<file path="src/rtl/cap_pkg.sv">
// rtl/cap_pkg.sv - shared opcodes, response codes, reset values and FSM states for cmd_cfg
package cap_pkg;

    typedef enum logic [3:0] {
        OP_DUMP      = 4'h1,
        OP_TRIG_TYPE = 4'h2,
        OP_TRIG_POS  = 4'h3,
        OP_DEC_PWR   = 4'h4,
        OP_READBACK  = 4'h5,
        OP_CLR_DONE  = 4'h6
    } opcode_e;

    typedef logic [8:0] address_t;

    localparam logic [7:0] RESP_ACK = 8'hA5;
    localparam logic [7:0] RESP_NAK = 8'hEE;

    localparam logic [1:0] TRIG_TYPE_RST = 2'b00;
    localparam address_t   TRIG_POS_RST  = 9'h100;
    localparam logic [3:0] DEC_PWR_RST   = 4'h0;
    localparam logic [3:0] DEC_PWR_MAX   = 4'd11;
    localparam logic [7:0] RESP_RST      = 8'h00;

    typedef enum logic [2:0] {
        ST_IDLE,
        ST_DECODE,
        ST_RESP_WAIT,
        ST_DUMP_WAIT,
        ST_DUMP_TX
    } state_e;

    function automatic logic [7:0] readback_byte(
        input logic [1:0] sel,
        input logic [1:0] trig_type,
        input address_t   trig_pos,
        input logic [3:0] dec_pwr,
        input logic       capture_done
    );
        case (sel)
            2'd0:    readback_byte = {6'b0, trig_type};
            2'd1:    readback_byte = trig_pos[7:0];
            2'd2:    readback_byte = {7'b0, trig_pos[8]};
            default: readback_byte = {capture_done, 3'b0, dec_pwr};
        endcase
    endfunction

endpackage

</file>
<file path="src/rtl/cfg_regs.sv">
// rtl/cfg_regs.sv - capture configuration registers and capture_done flag
module cfg_regs
    import cap_pkg::*;
(
    input  logic       clk,
    input  logic       rst_n,
    input  logic       wr_trig_type,
    input  logic       wr_trig_pos,
    input  logic       wr_dec_pwr,
    input  logic       clr_capture_done,
    input  logic       set_capture_done,
    input  address_t   wdata,
    output logic [1:0] trig_type,
    output address_t   trig_pos,
    output logic [3:0] dec_pwr,
    output logic       capture_done
);

    always_ff @(posedge clk or negedge rst_n) begin
        if (!rst_n) begin
            trig_type    <= TRIG_TYPE_RST;
            trig_pos     <= TRIG_POS_RST;
            dec_pwr      <= DEC_PWR_RST;
            capture_done <= 1'b0;
        end else begin
            if (wr_trig_type) trig_type <= wdata[1:0];
            if (wr_trig_pos)  trig_pos  <= wdata;
            if (wr_dec_pwr)   dec_pwr   <= wdata[3:0];
            // a capture finishing in the same cycle as a host clear must not be lost
            if (set_capture_done)
                capture_done <= 1'b1;
            else if (clr_capture_done)
                capture_done <= 1'b0;
        end
    end

endmodule

</file>
<file path="src/rtl/cmd_cfg.sv">
// rtl/cmd_cfg.sv - host command decoder and dump sequencer; CMD_CFG_READBACK_EN enables opcode 0x5 readback
module cmd_cfg
    import cap_pkg::*;
(
    input  logic        clk,
    input  logic        rst_n,
    input  logic [15:0] cmd,
    input  logic        cmd_rdy,
    output logic        clr_cmd_rdy,
    output logic [7:0]  resp,
    output logic        send_resp,
    input  logic        resp_sent,
    output logic [1:0]  trig_type,
    output logic [8:0]  trig_pos,
    output logic [3:0]  dec_pwr,
    output logic        capture_done,
    input  logic        set_capture_done,
    output logic        start_dump,
    input  logic        send_dump,
    input  logic [7:0]  dump_data,
    output logic        dump_sent,
    input  logic        dump_finished
);

    state_e     state_q, state_d;
    logic [3:0] op_q;
    address_t   payload_q;
    logic [7:0] resp_q, resp_d;
    logic       latch_cmd;
    logic       wr_trig_type, wr_trig_pos, wr_dec_pwr, clr_done;
    logic       unused_cmd_bits;

    assign unused_cmd_bits = ^cmd[11:9];

    cfg_regs u_cfg_regs (
        .clk              (clk),
        .rst_n            (rst_n),
        .wr_trig_type     (wr_trig_type),
        .wr_trig_pos      (wr_trig_pos),
        .wr_dec_pwr       (wr_dec_pwr),
        .clr_capture_done (clr_done),
        .set_capture_done (set_capture_done),
        .wdata            (payload_q),
        .trig_type        (trig_type),
        .trig_pos         (trig_pos),
        .dec_pwr          (dec_pwr),
        .capture_done     (capture_done)
    );

    always_ff @(posedge clk or negedge rst_n) begin
        if (!rst_n) begin
            state_q   <= ST_IDLE;
            op_q      <= 4'h0;
            payload_q <= '0;
            resp_q    <= RESP_RST;
        end else begin
            state_q <= state_d;
            resp_q  <= resp_d;
            if (latch_cmd) begin
                op_q      <= cmd[15:12];
                payload_q <= cmd[8:0];
            end
        end
    end

    // resp_d only departs from resp_q alongside send_resp, so resp is valid in the pulse cycle and held after
    assign resp = resp_d;

    always_comb begin
        state_d      = state_q;
        resp_d       = resp_q;
        latch_cmd    = 1'b0;
        clr_cmd_rdy  = 1'b0;
        send_resp    = 1'b0;
        start_dump   = 1'b0;
        dump_sent    = 1'b0;
        wr_trig_type = 1'b0;
        wr_trig_pos  = 1'b0;
        wr_dec_pwr   = 1'b0;
        clr_done     = 1'b0;

        case (state_q)
            ST_IDLE: begin
                if (cmd_rdy) begin
                    clr_cmd_rdy = 1'b1;
                    latch_cmd   = 1'b1;
                    state_d     = ST_DECODE;
                end
            end
            ST_DECODE: begin
                send_resp = 1'b1;
                resp_d    = RESP_NAK;
                state_d   = ST_RESP_WAIT;
                case (op_q)
                    OP_DUMP: begin
                        if (capture_done) begin
                            send_resp  = 1'b0;
                            resp_d     = resp_q;
                            start_dump = 1'b1;
                            state_d    = ST_DUMP_WAIT;
                        end
                    end
                    OP_TRIG_TYPE: begin
                        wr_trig_type = 1'b1;
                        resp_d       = RESP_ACK;
                    end
                    OP_TRIG_POS: begin
                        wr_trig_pos = 1'b1;
                        resp_d      = RESP_ACK;
                    end
                    OP_DEC_PWR: begin
                        if (payload_q[3:0] <= DEC_PWR_MAX) begin
                            wr_dec_pwr = 1'b1;
                            resp_d     = RESP_ACK;
                        end
                    end
`ifdef CMD_CFG_READBACK_EN
                    OP_READBACK: begin
                        resp_d = readback_byte(payload_q[1:0], trig_type, trig_pos,
                                               dec_pwr, capture_done);
                    end
`endif
                    OP_CLR_DONE: begin
                        clr_done = 1'b1;
                        resp_d   = RESP_ACK;
                    end
                    default: ;
                endcase
            end
            ST_RESP_WAIT: begin
                if (resp_sent) state_d = ST_IDLE;
            end
            ST_DUMP_WAIT: begin
                if (send_dump) begin
                    resp_d    = dump_data;
                    send_resp = 1'b1;
                    state_d   = ST_DUMP_TX;
                end
            end
            ST_DUMP_TX: begin
                if (resp_sent) begin
                    dump_sent = 1'b1;
                    state_d   = dump_finished ? ST_IDLE : ST_DUMP_WAIT;
                end
            end
            default: state_d = ST_IDLE;
        endcase
    end

endmodule

</file>
<file path="config.mk">
export PLATFORM = sky130hd
export DESIGN_NAME = cmd_cfg
export DESIGN_NICKNAME = d
export VERILOG_FILES = /design/src/rtl/cap_pkg.sv /design/src/rtl/cfg_regs.sv /design/src/rtl/cmd_cfg.sv
export SDC_FILE = /design/constraint.sdc
export NUM_CORES = 1
export LEC_CHECK = 0
export ABC_CLOCK_PERIOD_IN_PS = 2300
export BUFFER_PORTS_ARGS = -buffer_cell sky130_fd_sc_hd__buf_2
export CORE_MARGIN = 5
export CORE_UTILIZATION = 50
export DETAILED_ROUTE_END_ITERATION = 8
export PLACE_DENSITY = 0.84
export SKIP_LAST_GASP = 1
export SLEW_MARGIN = 20
export SYNTH_ARGS = -nofsm -noshare
export SYNTH_HDL_FRONTEND = slang
export SYNTH_HIERARCHICAL = 1
export SYNTH_SLANG_ARGS = --single-unit
export TNS_END_PERCENT = 30
</file>
<file path="constraint.sdc">
create_clock -name clk -period 2.3 [get_ports clk]
set_input_delay 0.46 -clock clk [delete_from_list [all_inputs] [get_ports clk]]
set_output_delay 0.46 -clock clk [all_outputs]
set_load 0.02 [all_outputs]
</file>
**Word-level counts from Yosys, hierarchy flattened**

Cells that the tools add are included.

- Register bits: 40
- Bits of input ports: 31
- Output and inout bits: 28
- Word-level logic and storage cells: 61

- Magnitude comparators: 1
- Eq/ne operators: 13
- Muxes and demuxes: 35
- Reductions and logical operators: 4

Operators with widths:

| cell | count |
|---|---|
| $pmux 8 s3 | 1 |
| $mux 1 | 23 |
| $mux 8 | 2 |
| $pmux 8 s2 | 1 |
| $pmux 3 s5 | 1 |
| $mux 3 | 4 |
| $eq 4x2->1 const B | 2 |
| $eq 4x3->1 const B | 2 |
| $ne 2x2->1 const B | 4 |
| $mux 7 | 1 |
| $eq 3x2->1 const B | 2 |
| $eq 4x1->1 const B | 1 |
| $le 4x4->1 const B | 1 |
| $reduce_and 4->1 | 1 |
| $eq 3x1->1 const B | 1 |
| $eq 3x3->1 const B | 1 |
| $logic_not 3->1 | 1 |
| $reduce_or 3->1 | 1 |
| $mux 2 | 1 |
| $pmux 1 s2 | 1 |
| $reduce_bool 2->1 | 1 |

**Depth between registers and ports, before layout**

- Depth in word-level cells: 5
- Gate-level depth with buffers: 7
- Mapped depth without buffers: 6

**By module**

Netlist, hierarchy kept.

Modules (own cells, without submodules):

| module | times used | cells an instance | area an instance (um^2) | sequential area each (um^2) |
|---|---|---|---|---|
| cmd_cfg | 1 | 117 | 1,273.7 | 600.6 |
| cfg_regs | 1 | 34 | 626.9 | 401.6 |

**Worst setup path before layout**

Ideal clock, no wire load.

- Kind: register to output
- Start: register op_q[1]
- End: output resp[4]
- Arrival: 1.571 ns
- Required time: 1.840 ns
- Setup slack: 0.269 ns
- Cell stages (with the launch flop): 5
- Path buffers: 0
- Path through: dfrtp_1 > nor4b_4 > and3_1 > nor2_1 > o21ai_0

- Longest elaborated chain between the ends: 4
- Elaborated cells on any way between the ends: 8
- Classes of those cells: 5 x eq/ne; 2 x mux; 1 x reduce/logical

Ends and longest elaborated chain:

| element | RTL line | text |
|---|---|---|
| start: declaration | cmd_cfg.sv:26 | `logic [3:0] op_q;` |
| start signal: assignment | cmd_cfg.sv:60 | `op_q <= cmd[15:12];` |
| $eq 4x3->1 / $eq 4x2->1 (equally long branches) | cmd_cfg.sv:94 | `case (op_q)` |
| $reduce_or 3->1 (no source line) | -- |  |
| $pmux 8 s3 (*) | cmd_cfg.sv:94 |  |
| $pmux 8 s2 (*) | cmd_cfg.sv:82 | `case (state_q)` |
| end: declaration | cmd_cfg.sv:10 | `output logic [7:0] resp,` |

Every way passes the cells marked *; elsewhere a longest branch is shown, timed or not.

**Worst setup path in the final report**

- Start: register op_q[2]
- End: output resp[2]

Same word-level chain as after synthesis.

==> results.sh <==
export IMPL_portBuffers=55
export IMPL_crit_chain="nor4b_4 -> and3_4 -> nor2_2 -> o22a_1 -> buf_6"
export IMPL_hold_buffers=0
export IMPL_drv_slew=0
export IMPL_die_w_um=71.7
export IMPL_drtIter0Drc=78
export IMPL_period_share=0.978
export IMPL_r2r_cells=6
export IMPL_grt_max_degree=41
export IMPL_clkSlewWorstSetupHoldPaths_ns=0.08
export IMPL_synth_cell_types=34
export IMPL_cp_top_family="simple AND/OR/NAND/NOR gates"
export IMPL_synth_ff_type="dfrtp_1"
export IMPL_final_nets=248
export IMPL_total_power_mw=3.36
export IMPL_finalCriticalPeriod_ns=2.25
export IMPL_core_area_mm2=0.00366
export IMPL_die_h_um=71.7
export IMPL_start_kind="flop"
export IMPL_setup_viol=0
export IMPL_status="completed"
export IMPL_yosys_warnings=6
export IMPL_async_flop_share=1.00
export IMPL_wl_per_cell_um=15.2
export IMPL_cp_max_fo=7
export IMPL_end_kind="primary output"
export IMPL_synth_edf_count=0
export IMPL_clock_skew_ns=0.00796
export IMPL_io_pins=59
export IMPL_dieArea_mm2=0.00513
export IMPL_avgSynthCellArea_um2=12.6
export IMPL_drc=0
export IMPL_worst_path_stages=5
export IMPL_place_inst=253
export IMPL_finalHoldViolCount=0
export IMPL_fin_ws_ns=0.0495
export IMPL_rows=22
export IMPL_stdcell_area_mm2=0.00240
export IMPL_grt_overflow=0
export IMPL_finish_utilization=0.656
export IMPL_slowest_stage="dfrtp_2"
export IMPL_tritoncts="yes"
export IMPL_syn_nets=182
export IMPL_hp_class="in -> async"
export IMPL_vdd_drop_max_uv=667
export IMPL_cts_root_buf="clkbuf_8"
export IMPL_place_area_mm2=0.00223
export IMPL_cap_violations=0
export IMPL_ant_nets=0
export IMPL_grt_pass1_wl_um=6490
export IMPL_final_cell_mix="buf_2 (52), dfrtp_1 (35), mux2_4 (18), nor2_1 (13), buf_4 (13)"
export IMPL_area_growth_pct=26.4
export IMPL_syn_area_mm2=0.00190
export IMPL_place_congestion=0.770
export IMPL_rsz0062_at_grt="yes"
export IMPL_crit_buf_inv=1
export IMPL_vias=1387
export IMPL_cts_made_buffers=5
export IMPL_syn_inst=151
export IMPL_clock_fmax_ghz=0.444
export IMPL_dp_final_hpwl_um=2940
export IMPL_synth_seq_cells=40
export IMPL_insertion_delay_ns=0.29
export IMPL_crit_type="reg -> out"
export IMPL_grt_pass1_vias=1332
export IMPL_ys_seq_area_frac=0.527
export IMPL_layout_commonest_cell="buf_2"
export IMPL_postRouteWirelength_um=4040
export IMPL_h_tree_depth=2
export IMPL_fin_cells=266
export IMPL_track_usage=0.164
export IMPL_cp_arrival_ns=1.79
export IMPL_p_per_area_mw_per_mm2=1400
export IMPL_cts_buffer_depth=2
export IMPL_slowest_delay_ns=0.47
export IMPL_vias_per_cell=5.21
export IMPL_antenna_found_initial=0
export IMPL_worstMarginPinSlew_ns=0.849
export IMPL_place_ws_ns=0.254
export IMPL_antenna_cells=0
export IMPL_p_leak_nw=1.16
export IMPL_start_util=0.519
export IMPL_cts_sinks=40
export IMPL_cp_data_required_time_ns=1.84
export IMPL_drive_above_1_share=0.541
export IMPL_maxSlewHeadroom=0.434
export IMPL_dr_pass1_iters=4
==> final timing paths <==
check	from	to	slack (ns)
hold reg to reg	u_cfg_regs/trig_type[1]	u_cfg_regs/trig_type[1]	0.51
setup reg to reg	state_q[2]	u_cfg_regs/trig_pos[2]	0.41
setup / recovery	op_q[2]	resp[2]	0.05
min in group clk	set_capture_done	u_cfg_regs/capture_done	0.35
max in group asynchronous	rst_n	state_q[0]	1.44
hold / removal	rst_n	payload_q[4]	0.27
==> cells by family (layout without fill, tap and decap cells) <==
group,Yosys count,count (layout),synth area share
flops,40,40,0.527
compound gates,26,26,0.0902
mux,29,29,0.207
buf+inv,10,77,0.0355
simple gates,46,46,0.140
==> routing by layer <==
layer / track usage / part of all wire / up-vias
li1: - / - / 675
met1: 0.214 / 0.44 / 666
met2: 0.257 / 0.49 / 40
met4: 0.0689 / 0.022 / 0
met3: 0.0421 / 0.054 / 6
met5: 0 / 0 / -
==> through the flow <==
step | setup TNS (ns) | hold slack [ns]
finish | 0 | 0.267
global route | -0.0397 | 0.338
CTS | -0.0103 | 0.301
detailed placement | 0 | 0.489
global placement | 0 | 0.482
floorplan | 0 | 0.164
==> worst register-to-register path, cell delays in order, from the launching register on <==
cell,delay (ns)
dfrtp_1,0.48
nand2b_4,0.23
nor3_2,0.18
nand2_1,0.13
nor3b_2,0.21
buf_4,0.22
mux2_4,0.32
==> where the power goes <==
group	internal, mW	switching (mW)
combinational	0.792	0.801
clock	0.245	0.240
sequential	1.02	0.267
==> cells in the mapped netlist (3+ instances only) <==
cell,instances,share of area
dfrtp_1,39,0.51
nor2_1,15,0.030
and3_1,5,0.016
nand2_1,9,0.018
mux2_4,18,0.14
o21ai_0,6,0.016
a22oi_1,3,0.012
a21oi_1,4,0.011
mux2_2,11,0.065
nor3b_1,3,0.012
buf_2,3,0.0079
nand3_1,3,0.0079
o211ai_1,3,0.012
inv_1,3,0.0059
==> repair_timing <==
item | CTS | global route
buffers inserted | 0 | 5
gates resized for setup | 4 | 12
setup endpoints to repair | 7 | 8
cloned | 0 | 0
pin swaps | 0 | 6
==> state kept, by name (all words and copies together), names as in the netlist <==
register and cells:
op_q 4, payload_q 9, resp_q 8, state_q 3, u_cfg_regs/capture_done 1, u_cfg_regs/dec_pwr 4, u_cfg_regs/trig_pos 9, u_cfg_regs/trig_type 2
==> layout make-up <==
cell class | instances | area [µm²]
clock buffers | 6 | 82.6
clock inverters | 2 | 13.8
fillers | 275 | 1260
inverters | 3 | 11.3
multi-input cells | 101 | 858
flip-flops and latches | 40 | 1010
well taps | 48 | 60.1
repair buffers | 66 | 369
Note: power is estimated with default switching activity, not from simulation.
